### src/rtl/movseq_pkg.sv
// Shared definitions for the move-sequence dispenser.
//
// Contents:
//   SYM_W, BAG_W, NSYM  - symbol width, bag width, symbols per bag
//   buf_state_t         - occupancy of the two-bag buffer
//   get_sym(bag, idx)   - extract symbol idx from a packed bag (symbol 0 in the low bits)
package movseq_pkg;

    localparam int SYM_W = 2;
    localparam int BAG_W = 8;
    localparam int NSYM  = 4;

    // EMPTY: nothing buffered, ONE: only cur holds a bag, FULL: cur and nxt both hold bags.
    typedef enum logic [1:0] {
        EMPTY = 2'd0,
        ONE   = 2'd1,
        FULL  = 2'd2
    } buf_state_t;

    function automatic logic [SYM_W-1:0] get_sym(input logic [BAG_W-1:0] bag,
                                                 input logic [1:0]       idx);
        return bag[SYM_W*idx +: SYM_W];
    endfunction

endpackage

### src/rtl/movseq_dispenser_bag_perm_check.sv
// bag_perm_check: combinational check that a bag is a permutation of the
// four 2-bit symbols. It is also used on its own by the generator bench.
//
// Ports:
//   seq_in  in  8  packed bag, symbol k in bits [2k+1:2k]
//   is_perm out 1  high when all four symbols are distinct
module bag_perm_check
    import movseq_pkg::*;
(
    input  logic [BAG_W-1:0] seq_in,
    output logic             is_perm
);

    logic [SYM_W-1:0] sym [NSYM];

    generate
        for (genvar gi = 0; gi < NSYM; gi++) begin : g_split
            assign sym[gi] = seq_in[SYM_W*gi +: SYM_W];
        end
    endgenerate

    // Four values drawn from a four-symbol alphabet are a permutation
    // exactly when no two of them are equal.
    assign is_perm = (sym[0] != sym[1]) && (sym[0] != sym[2]) && (sym[0] != sym[3]) &&
                     (sym[1] != sym[2]) && (sym[1] != sym[3]) &&
                     (sym[2] != sym[3]);

endmodule

### src/rtl/movseq_dispenser.sv
// movseq_dispenser: accepts 8-bit bags (permutations of four 2-bit symbols)
// from the move-sequence generator, buffers up to two of them and hands them
// out one symbol per handshake, symbol 0 first.
//
// Ports:
//   clk, rst          clock, synchronous active-high reset
//   seq_in/seq_valid  bag from the generator
//   seq_ready         bag accepted this cycle (high unless both slots are occupied)
//   restricted        last symbol of the most recently accepted valid bag
//   sym_out/sym_valid current symbol offered to the consumer
//   sym_ready         consumer takes sym_out
//   perm_err          sticky flag: a malformed bag arrived
//   repeat_cnt        saturating count of bags whose head equals the previous tail
module movseq_dispenser
    import movseq_pkg::*;
#(
    parameter int CNT_W = 8
) (
    input  logic             clk,
    input  logic             rst,
    input  logic [BAG_W-1:0] seq_in,
    input  logic             seq_valid,
    output logic             seq_ready,
    output logic [SYM_W-1:0] restricted,
    output logic [SYM_W-1:0] sym_out,
    output logic             sym_valid,
    input  logic             sym_ready,
    output logic             perm_err,
    output logic [CNT_W-1:0] repeat_cnt
);

    buf_state_t       state_reg;
    logic [BAG_W-1:0] cur_bag_reg;
    logic [1:0]       cur_idx_reg;
    logic [BAG_W-1:0] nxt_bag_reg;
    logic [SYM_W-1:0] restricted_reg;
    logic             perm_err_reg;
    logic [CNT_W-1:0] repeat_cnt_reg;
    logic             first_reg;

    logic is_perm;
    logic accept;
    logic load;
    logic pop;
    logic pop_last;
    logic head_repeat;

    bag_perm_check u_perm_check (
        .seq_in  (seq_in),
        .is_perm (is_perm)
    );

    // All outputs come straight from registers; seq_valid, seq_in and
    // sym_ready only reach state through the clocked block below.
    assign seq_ready  = (state_reg != FULL);
    assign sym_valid  = (state_reg != EMPTY);
    assign sym_out    = get_sym(cur_bag_reg, cur_idx_reg);
    assign restricted = restricted_reg;
    assign perm_err   = perm_err_reg;
    assign repeat_cnt = repeat_cnt_reg;

    // A malformed bag still completes its handshake but is never loaded.
    assign accept   = seq_valid && seq_ready;
    assign load     = accept && is_perm;
    assign pop      = sym_valid && sym_ready;
    assign pop_last = pop && (cur_idx_reg == 2'd3);

    // The very first bag after reset has no predecessor, so it never counts.
    assign head_repeat = !first_reg && (seq_in[SYM_W-1:0] == restricted_reg);

    always_ff @(posedge clk) begin
        if (rst) begin
            state_reg      <= EMPTY;
            cur_bag_reg    <= '0;
            cur_idx_reg    <= '0;
            nxt_bag_reg    <= '0;
            restricted_reg <= '0;
            perm_err_reg   <= 1'b0;
            repeat_cnt_reg <= '0;
            first_reg      <= 1'b1;
        end else begin
            if (accept && !is_perm) begin
                perm_err_reg <= 1'b1;
            end

            if (load) begin
                restricted_reg <= seq_in[BAG_W-1 -: SYM_W];
                first_reg      <= 1'b0;
                if (head_repeat && (repeat_cnt_reg != {CNT_W{1'b1}})) begin
                    repeat_cnt_reg <= repeat_cnt_reg + 1'b1;
                end
            end

            case (state_reg)
                EMPTY: begin
                    if (load) begin
                        cur_bag_reg <= seq_in;
                        cur_idx_reg <= '0;
                        state_reg   <= ONE;
                    end
                end
                ONE: begin
                    if (pop_last) begin
                        // The slot frees up this very cycle, so an incoming
                        // bag goes straight into cur and dispensing continues
                        // without a bubble.
                        cur_idx_reg <= '0;
                        if (load) begin
                            cur_bag_reg <= seq_in;
                        end else begin
                            state_reg <= EMPTY;
                        end
                    end else begin
                        if (pop) begin
                            cur_idx_reg <= cur_idx_reg + 2'd1;
                        end
                        if (load) begin
                            nxt_bag_reg <= seq_in;
                            state_reg   <= FULL;
                        end
                    end
                end
                FULL: begin
                    if (pop_last) begin
                        cur_bag_reg <= nxt_bag_reg;
                        cur_idx_reg <= '0;
                        state_reg   <= ONE;
                    end else if (pop) begin
                        cur_idx_reg <= cur_idx_reg + 2'd1;
                    end
                end
                default: begin
                    state_reg <= EMPTY;
                end
            endcase
        end
    end

endmodule

### config.mk
export PLATFORM = sky130hd
export DESIGN_NAME = movseq_dispenser
export DESIGN_NICKNAME = d
export VERILOG_FILES = /design/src/rtl/movseq_pkg.sv /design/src/rtl/movseq_dispenser_bag_perm_check.sv /design/src/rtl/movseq_dispenser.sv
export SDC_FILE = /design/constraint.sdc
export NUM_CORES = 1
export LEC_CHECK = 0
export BUFFER_PORTS_ARGS = -buffer_cell sky130_fd_sc_hd__buf_2
export CAP_MARGIN = 10
export CELL_PAD_IN_SITES_DETAIL_PLACEMENT = 1
export CELL_PAD_IN_SITES_GLOBAL_PLACEMENT = 1
export CORE_UTILIZATION = 25
export CTS_CLUSTER_SIZE = 8
export DETAILED_ROUTE_END_ITERATION = 10
export PLACE_DENSITY_LB_ADDON = 0.1
export SETUP_SLACK_MARGIN = 0.3
export SLEW_MARGIN = 20
export SYNTH_ARGS = -nofsm -noshare
export SYNTH_HDL_FRONTEND = slang
export SYNTH_SLANG_ARGS = --single-unit
### constraint.sdc
create_clock -name clk -period 5.5 [get_ports clk]
set_input_delay 0.825 -clock clk [delete_from_list [all_inputs] [get_ports clk]]
set_output_delay 0.825 -clock clk [all_outputs]
set_load 0.05 [all_outputs]
==> results of run 1 <==
## power groups by stage
stage	logic [mW]	clock network (mW)	registers (mW)
6_report	0.195	0.174	0.261
5_1_grt	0.215	0.193	0.264
4_1_cts	0.197	0.186	0.261
3_5_place_dp	0.196	0	0.267
3_3_place_gp	0.197	0	0.266
2_1_floorplan	0.154	0	0.269
## metrics by stage
| stage | worst slack [ns] | hold WS (ns) | total power [mW] |
|---|---|---|---|
| after detailed placement | 2.698 | 0.4703 | 0.4627 |
| after global routing | 2.498 | 0.5113 | 0.6716 |
| after CTS | 2.733 | 0.4886 | 0.6443 |
| final | 2.754 | 0.4831 | 0.6306 |
| after floorplan | 3.118 | 0.4438 | 0.4228 |
| after global placement | 2.764 | 0.4560 | 0.4629 |
## path summary, 6_finish.rpt
kind	start	end	slack, ns	cells past startpoint
setup / recovery	state_reg[0]$_SDFFE_PP0P_	repeat_cnt[0]$_SDFFE_PP0P_	2.75	7
hold / removal	nxt_bag_reg[4]$_SDFFE_PP0P_	nxt_bag_reg[4]$_SDFFE_PP0P_	0.48	2
setup reg to reg	state_reg[0]$_SDFFE_PP0P_	repeat_cnt[0]$_SDFFE_PP0P_	2.75	7
hold reg to reg	nxt_bag_reg[4]$_SDFFE_PP0P_	nxt_bag_reg[4]$_SDFFE_PP0P_	0.48	2
## worst register-to-register path, delay by kind of cell, from the launching register on
| family | cells | cell delay, ns |
|---|---|---|
| AOI/OAI and AO/OA | 1 | 0.28 |
| adders and majority gates | 1 | 0.44 |
| buffers and inverters | 1 | 0.09 |
| DFF | 1 | 0.41 |
| muxes | 1 | 0.37 |
| and+or+nand+nor | 3 | 1.05 |
## cells by family after synthesis
group / Yosys count / synth area share, %
AOI/OAI and AO/OA: 63 / 22.55
xor gates and xnor gates: 14 / 6.701
buffers and inverters: 27 / 7.667
DFF: 32 / 32.99
and+or+nand+nor: 57 / 16.49
adders and majority gates: 6 / 3.866
muxes: 16 / 9.729
## cell usage after synthesis (all sizes together)
cell,number
o32a,1
mux4,2
o41ai,4
a21o,1
or3,2
o31ai,4
nand3,12
a31oi,1
and2,2
or2,1
nand4,3
nor3,3
ha,6
xnor2,12
nand2,12
nand3b,1
mux2,3
nand2b,3
inv,6
clkbuf,10
a221oi,1
and3,3
and4b,1
a311oi,8
a22oi,3
xor2,2
buf,11
nor2b,4
nor4b,1
o21ai,9
dfxtp,32
mux2i,11
nor2,5
a41o,1
a211oi,2
a21oi,26
a41oi,1
or4,4
o211a,1
## routing by layer
layer	part of all wire (%)	global-route usage (%)
met1	55	19.41
met2	41	20.42
met3	3.0	2.876
met4	0.78	3.629
met5	0	0
## cell type report
type / count / area [um^2] / share of cell area, %
inverter: 6 / 22.52 / 1.047
sequential: 32 / 640.6 / 29.78
timing repair buffer: 26 / 130.1 / 6.050
multi-input combinational: 156 / 1156 / 53.75
clock inverter: 1 / 5.005 / 0.2327
tap: 99 / 123.9 / 5.759
clock buffer: 6 / 72.57 / 3.374
==> impl_results.md, run 1 <==
- Outcome: finished clean
- Normalized max-slew margin: 49.53%
- Starting Density: 26.35%
- Net Sw Frac: 36.78%
- Mapped Area: 0.001942 mm^2
- Max incr delay on CP: 0.44 ns
- DR pass1 iterations: 2
- Post-DR vias/cell: 4.985
- Critical Path, Cell by Cell: inv_1 -> ha_1 -> nand2b_1 -> a221oi_4 -> nand3_4 -> nor3_1 -> mux2_2
- # rows: 31
- Largest net degree at the start of global routing: 39
- Synth Warn #: 0
- Final Hold Viols: 0
- Vias: 1,625
- Clk slew on worst S/H paths: 0.07 ns
- Slew @ Worst Pin: 0.7570 ns
- Cell Area, Placed: 0.002069 mm^2
- DR WL/cell: 15.77 um
- Dpl hpwl: 3591 um
- Unrepaired setup endpoints after global routing: no
- Startpoint Class: register
- Leakage: 0.7653 nW
- I/O pins: 27
- Clock power share: 27.6%
- Max VDD drop: 0.09252 mV
- Maximum clock insertion buffer count: 2
- DIE AREA: 0.008124 mm^2
- Drt drc: 0
- Net Sw Power: 0.2319 mW
- Final TNS setup: 0 ns
- Post-CTS Hold Buffers: 0
- Worst-path fanout max: 26
- Critical Path End Type: register
- Fill count: 894
- Period minus WS final: 2.746 ns
- Commonest non-fill, non-tap cells in the layout: dfxtp_1, a21oi_1, buf_2, nand2_1
- Fmax: 0.3642 GHz
- Clock buffer count from CTS: 5
- Sequential power share: 41.4%
- Root buf cell: clkbuf_8
- Syn nets: 233
- Die Wd: 90.14 um
- First-pass GRT wire length: 8914 um
- Post-route cell area: 0.002151 mm^2
- Most common cell after layout, fill and taps aside: dfxtp_1
- Seq/Total Area, Yosys: 32.99%
- Area leader, netlist: dfxtp_1
- Vias in the first global route: 1,716
- Nets: 245
- Hold Path Class: register to register
- Cell Count, Final, Fillers Out: 326
- H-tree depth: 2
- WP buf/inv: 1
- # resized after CTS: 0
- Worst Skew: 0.002196 ns
- Number of synthesized register bits: 32
- Post-Syn Instances: 215
- Detailed Route Iter0 Violations: 45
- Layout area overhead: 10.76%
- Initial antenna violation count: 0
- Post-CTS setup buffers: 0
- Layout cells sized above 1: 19.38%
- Floorplan core area: 0.007370 mm^2
- Total track usage: 13.57%
- Gpl congestion: 0.6725
- Routed WL: 5141 um
- Slowest cell on crit path: ha_1
- Skew-Pair Late Insertion Delay: 0.28 ns
- Crit share post-route: 49.92%
- P per Cell Area: 293.2 mW/mm^2
- Distinct cells, synth: 47
- # setup viols final: 0
- Final Slew Violations: 0
- Clk sinks: 32
- Inst Count DP: 319
- WP data required: 5.67 ns
- Port bufs: 26
- Die H: 90.14 um
- Internal: 0.3987 mW
- Logic gate share of total power: 31.0%
- Fin util: 29.19%
- Area contributors post-synth: dfxtp_1, a21oi_1, mux2i_1, xnor2_1, ha_1
- Total grt overflow: 0
- Syn_area_per_cell: 9.032 um^2
- Setup Crit Path Kind: register to register
- Arr. time, crit path: 2.92 ns
- MaxCap Viol Count: 0
- # diodes: 0
- Top delay family on crit path: simple AND/OR/NAND/NOR gates
- Synth top area share: 32.99%
- CTS tree: built
- ANT nets after route: 0
No activity file was read; power rests on OpenSTA's default activity.
==> run 2, diff against run 1 <==
--- a/config.mk
+++ b/config.mk
@@ -5,6 +5,7 @@
 export SDC_FILE = /design/constraint.sdc
 export NUM_CORES = 1
 export LEC_CHECK = 0
+export ABC_AREA = 1
 export BUFFER_PORTS_ARGS = -buffer_cell sky130_fd_sc_hd__buf_2
 export CAP_MARGIN = 10
 export CELL_PAD_IN_SITES_DETAIL_PLACEMENT = 1
==> constraint.sdc (replaced) <==
create_clock -name clk -period 2.7 [get_ports clk]
set_input_delay 0.405 -clock clk [delete_from_list [all_inputs] [get_ports clk]]
set_output_delay 0.405 -clock clk [all_outputs]
set_load 0.05 [all_outputs]
==> run 2 against run 1 <==
Compared with the run above:
- register-to-register slack got worse by 2.2 ns
- utilization increased by 1.9 points
- die area fell by 7.4%
- flip-flop and latch count did not move
- count of clock-buffer cells in the layout increased by 1
- hold slack lost 0.058 ns
- largest cell class unchanged
- power grew 130%
- synthesized cell count increased by 22%
- global-route usage grew 1.4 points
- maximum frequency increased by 30%
- cell area fell by 0.64%
==> impl_results.md, run 2 <==
- Starting Density: 26.14% (-0.21 points)
- XOR/XNOR share of the synthesized area: 3.415% (-3.3 points)
- Critical Path Most Common Cell: nor2_1
- Worst R2R Setup Slack: 0.58 ns (-2.17 ns)
- Layout area overhead: 19.02%
- Nets: 308 (+26%)
- Layout cells sized above 1: 19.93% (+0.55 points)
- DR WL/cell: 12.87 um (-18%)
- Total power: 1.464 mW (+130%)
- Post-Syn Instances: 263 (+22%)
- Synth Area in Compound Gates: 19.02% (-3.5 points)
- Critical Path, Cell by Cell: inv_1 -> ha_1 -> nor2_1 -> nand3_4 -> nor3_4 -> inv_1 -> nor2_1 -> nor2_1
- Simple-gate share of the synthesized area: 30.10% (+14 points)
- Leakage: 0.9686 nW (+27%)
- Top_reg_cell synth: dfxtp_1
- Post-CTS setup buffers: 0 (unchanged)
- Post-synth top cells: nand2_1, o21ai_0, dfxtp_1, nor2_1, a21oi_1
- Outcome: finished clean
- Skew-Pair Late Insertion Delay: 0.28 ns (about the same)
- Max incr delay on CP: 0.46 ns (+0.02 ns)
- Critical Path End Type: register
- Arr. time, crit path: 2.30 ns (-0.62 ns)
- Period minus WS final: 2.118 ns (-0.6274 ns)
- Root buf cell: clkbuf_8
- Setup Crit Path Kind: register to register
- H-tree depth: 2 (unchanged)
- First-pass GRT wire length: 8707 um (-2.3%)
- Cell Area, Placed: 0.002011 mm^2 (-2.8%)
- I/O pins: 27 (unchanged)
- Post-synthesis adder-cell area fraction: 4.181% (+0.32 points)
- Largest family of logic cells by synthesized area: simple AND/OR/NAND/NOR gates
- # rows: 30 (-3.2%)
- ANT nets after route: 0 (unchanged)
- Max VDD drop: 0.1636 mV (+77%)
- Cell Count, Final, Fillers Out: 387 (+19%)
- Synth top area share: 35.68% (+2.7 points)
- Maximum clock insertion buffer count: 2 (unchanged)
- CTS tree: built
- DIE AREA: 0.007525 mm^2 (-7.4%)
- DR pass1 iterations: 4 (+2)
- Gpl congestion: 0.7724 (+15%)
- Final TNS setup: 0 ns (unchanged)
- Mux share of post-synthesis cell area: 0% (-9.7 points)
- Clock buffer count from CTS: 5 (unchanged)
- Post-DR vias/cell: 4.514 (-9.4%)
- Routed WL: 4981 um (-3.1%)
- Number of synthesized flops with an enable pin: 0 (unchanged)
- Unrepaired setup endpoints after global routing: no
- Async set-reset flop share out of synthesis: 0% (unchanged)
- MaxCap Viol Count: 0 (unchanged)
- Inst Count DP: 379 (+19%)
- Synth Warn #: 0 (unchanged)
- # resized after CTS: 0 (unchanged)
- Worst Skew: 0.003305 ns (+0.001108 ns)
- # setup viols final: 0 (unchanged)
- Fmax: 0.4721 GHz (+30%)
- # diodes: 0 (unchanged)
- Vias in the first global route: 1,793 (+4.5%)
- Floorplan core area: 0.006869 mm^2 (-6.8%)
- Normalized max-slew margin: 53.42% (+3.9 points)
- Vias: 1,747 (+7.5%)
- Total track usage: 14.95% (+1.4 points)
- Mapped Area: 0.001795 mm^2 (-7.5%)
- Fill count: 896 (+0.22%)
- Detailed Route Iter0 Violations: 46 (+2.2%)
- Clk sinks: 32 (unchanged)
- Slew @ Worst Pin: 0.6980 ns (-0.05904 ns)
- Post-CTS Hold Buffers: 0 (unchanged)
- Hold Path Class: input port to register
- Syn nets: 281 (+21%)
- Clk slew on worst S/H paths: 0.07 ns (about the same)
- WP data required: 2.88 ns (-2.79 ns)
- Top-count cell post-synth: nand2_1
- Commonest non-fill, non-tap cells in the layout: nand2_1, o21ai_0, nor2_1, dfxtp_1, buf_2
- Area leader, netlist: dfxtp_1
- Syn_area_per_cell: 6.827 um^2 (-24%)
- Area contributors post-synth: dfxtp_1, nand2_1, o21ai_0, nor2_1, a21oi_1
- Startpoint Class: register
- Initial antenna violation count: 0 (unchanged)
- P per Cell Area: 685.2 mW/mm^2 (+130%)
- Number of synthesized register bits: 32 (unchanged)
- Dpl hpwl: 3812 um (+6.1%)
- Most common cell after layout, fill and taps aside: nand2_1
- Total grt overflow: 0 (unchanged)
- Die Wd: 86.75 um (-3.8%)
- Post-route cell area: 0.002137 mm^2 (-0.64%)
- Largest net degree at the start of global routing: 24 (-38%)
- Slowest cell on crit path: nor3_4
- Drt drc: 0 (unchanged)
- Final Slew Violations: 0 (unchanged)
- Worst-path fanout max: 12 (-54%)
- Seq/Total Area, Yosys: 35.68% (+2.7 points)
- Final Hold Viols: 0 (unchanged)
- Die H: 86.75 um (-3.8%)
- Crit share post-route: 78.45% (+29 points)
- Distinct cells, synth: 26 (-45%)
- Port bufs: 26 (unchanged)
-- run 2: cell types whose count changed after synthesis, moves of 5 or more --
cell      previous run  this run
a21oi_1             26        18
inv_2                0         9
xnor2_1             11         6
nor2_1               5        32
a21oi_2              0         5
nand2_1             12        69
o21ai_0              8        34
inv_1                6        16
mux2i_1             11         0
clkbuf_1             9         3
a311oi_1             8         0
-- run 2: cell type report --
type                    count  area, um^2  area share (%)
clock inverters             1       30.03           1.405
repair buffers             27       137.6           6.440
inverters                  25       93.84           4.391
clock buffers               7       96.34           4.508
well taps                  96       120.1           5.621
multi-input cells         199        1018           47.66
flip-flops and latches     32       640.6           29.98
-- run 2: where the power goes --
part           switching (mW)  internal [mW]
Sequential             0.0374          0.516
Combinational           0.281          0.118
Clock                   0.187          0.326
-- run 2: cells by family (layout without fill, tap and decap cells) --
kind of cell / after synthesis / count (layout)
flip-flops: 32 / 32
adder cells (fa/ha/maj): 6 / 6
XOR/XNOR: 7 / 7
AND/OR/NAND/NOR: 124 / 124
buffers and inverters: 32 / 60
AO/OA/AOI/OAI: 62 / 62
-- run 2: per-layer routing --
metal	GRT usage (%)	wire, um	vias up
li1	-	-	908
met1	19.25	2442	817
met2	25.69	2393	18
met3	2.857	113	4
met4	3.636	31	0
met5	0	0	-
-- run 2: final timing paths --
| check | from | endpoint | cells after the start |
|---|---|---|---|
| max | state_reg[0]$_SDFFE_PP0P_ | repeat_cnt[1]$_SDFFE_PP0P_ | 8 |
| min | seq_in[3] | nxt_bag_reg[3]$_SDFFE_PP0P_ | 3 |
| max reg2reg | state_reg[0]$_SDFFE_PP0P_ | repeat_cnt[1]$_SDFFE_PP0P_ | 8 |
| min reg2reg | first_reg$_SDFFE_PP1P_ | first_reg$_SDFFE_PP1P_ | 2 |
-- run 2: per-stage QoR --
step                      worst slack (ns)  utilization (%)  hold slack [ns]
after floorplan                     0.6702                -           0.4196
after global placement              0.5616            29.27           0.4414
after detailed placement            0.5427            29.27           0.4400
after CTS                           0.5610            31.11           0.4262
after global routing                0.3512            31.11           0.4365
final                               0.5818            31.11           0.4249
-- run 2: worst max-delay path: cells and delay by family, from the launching register on --
kind          cells  cell delay [ns]
flops             1             0.40
simple gates      5             1.11
fa+ha+maj         1             0.21
buf+inv           2             0.30
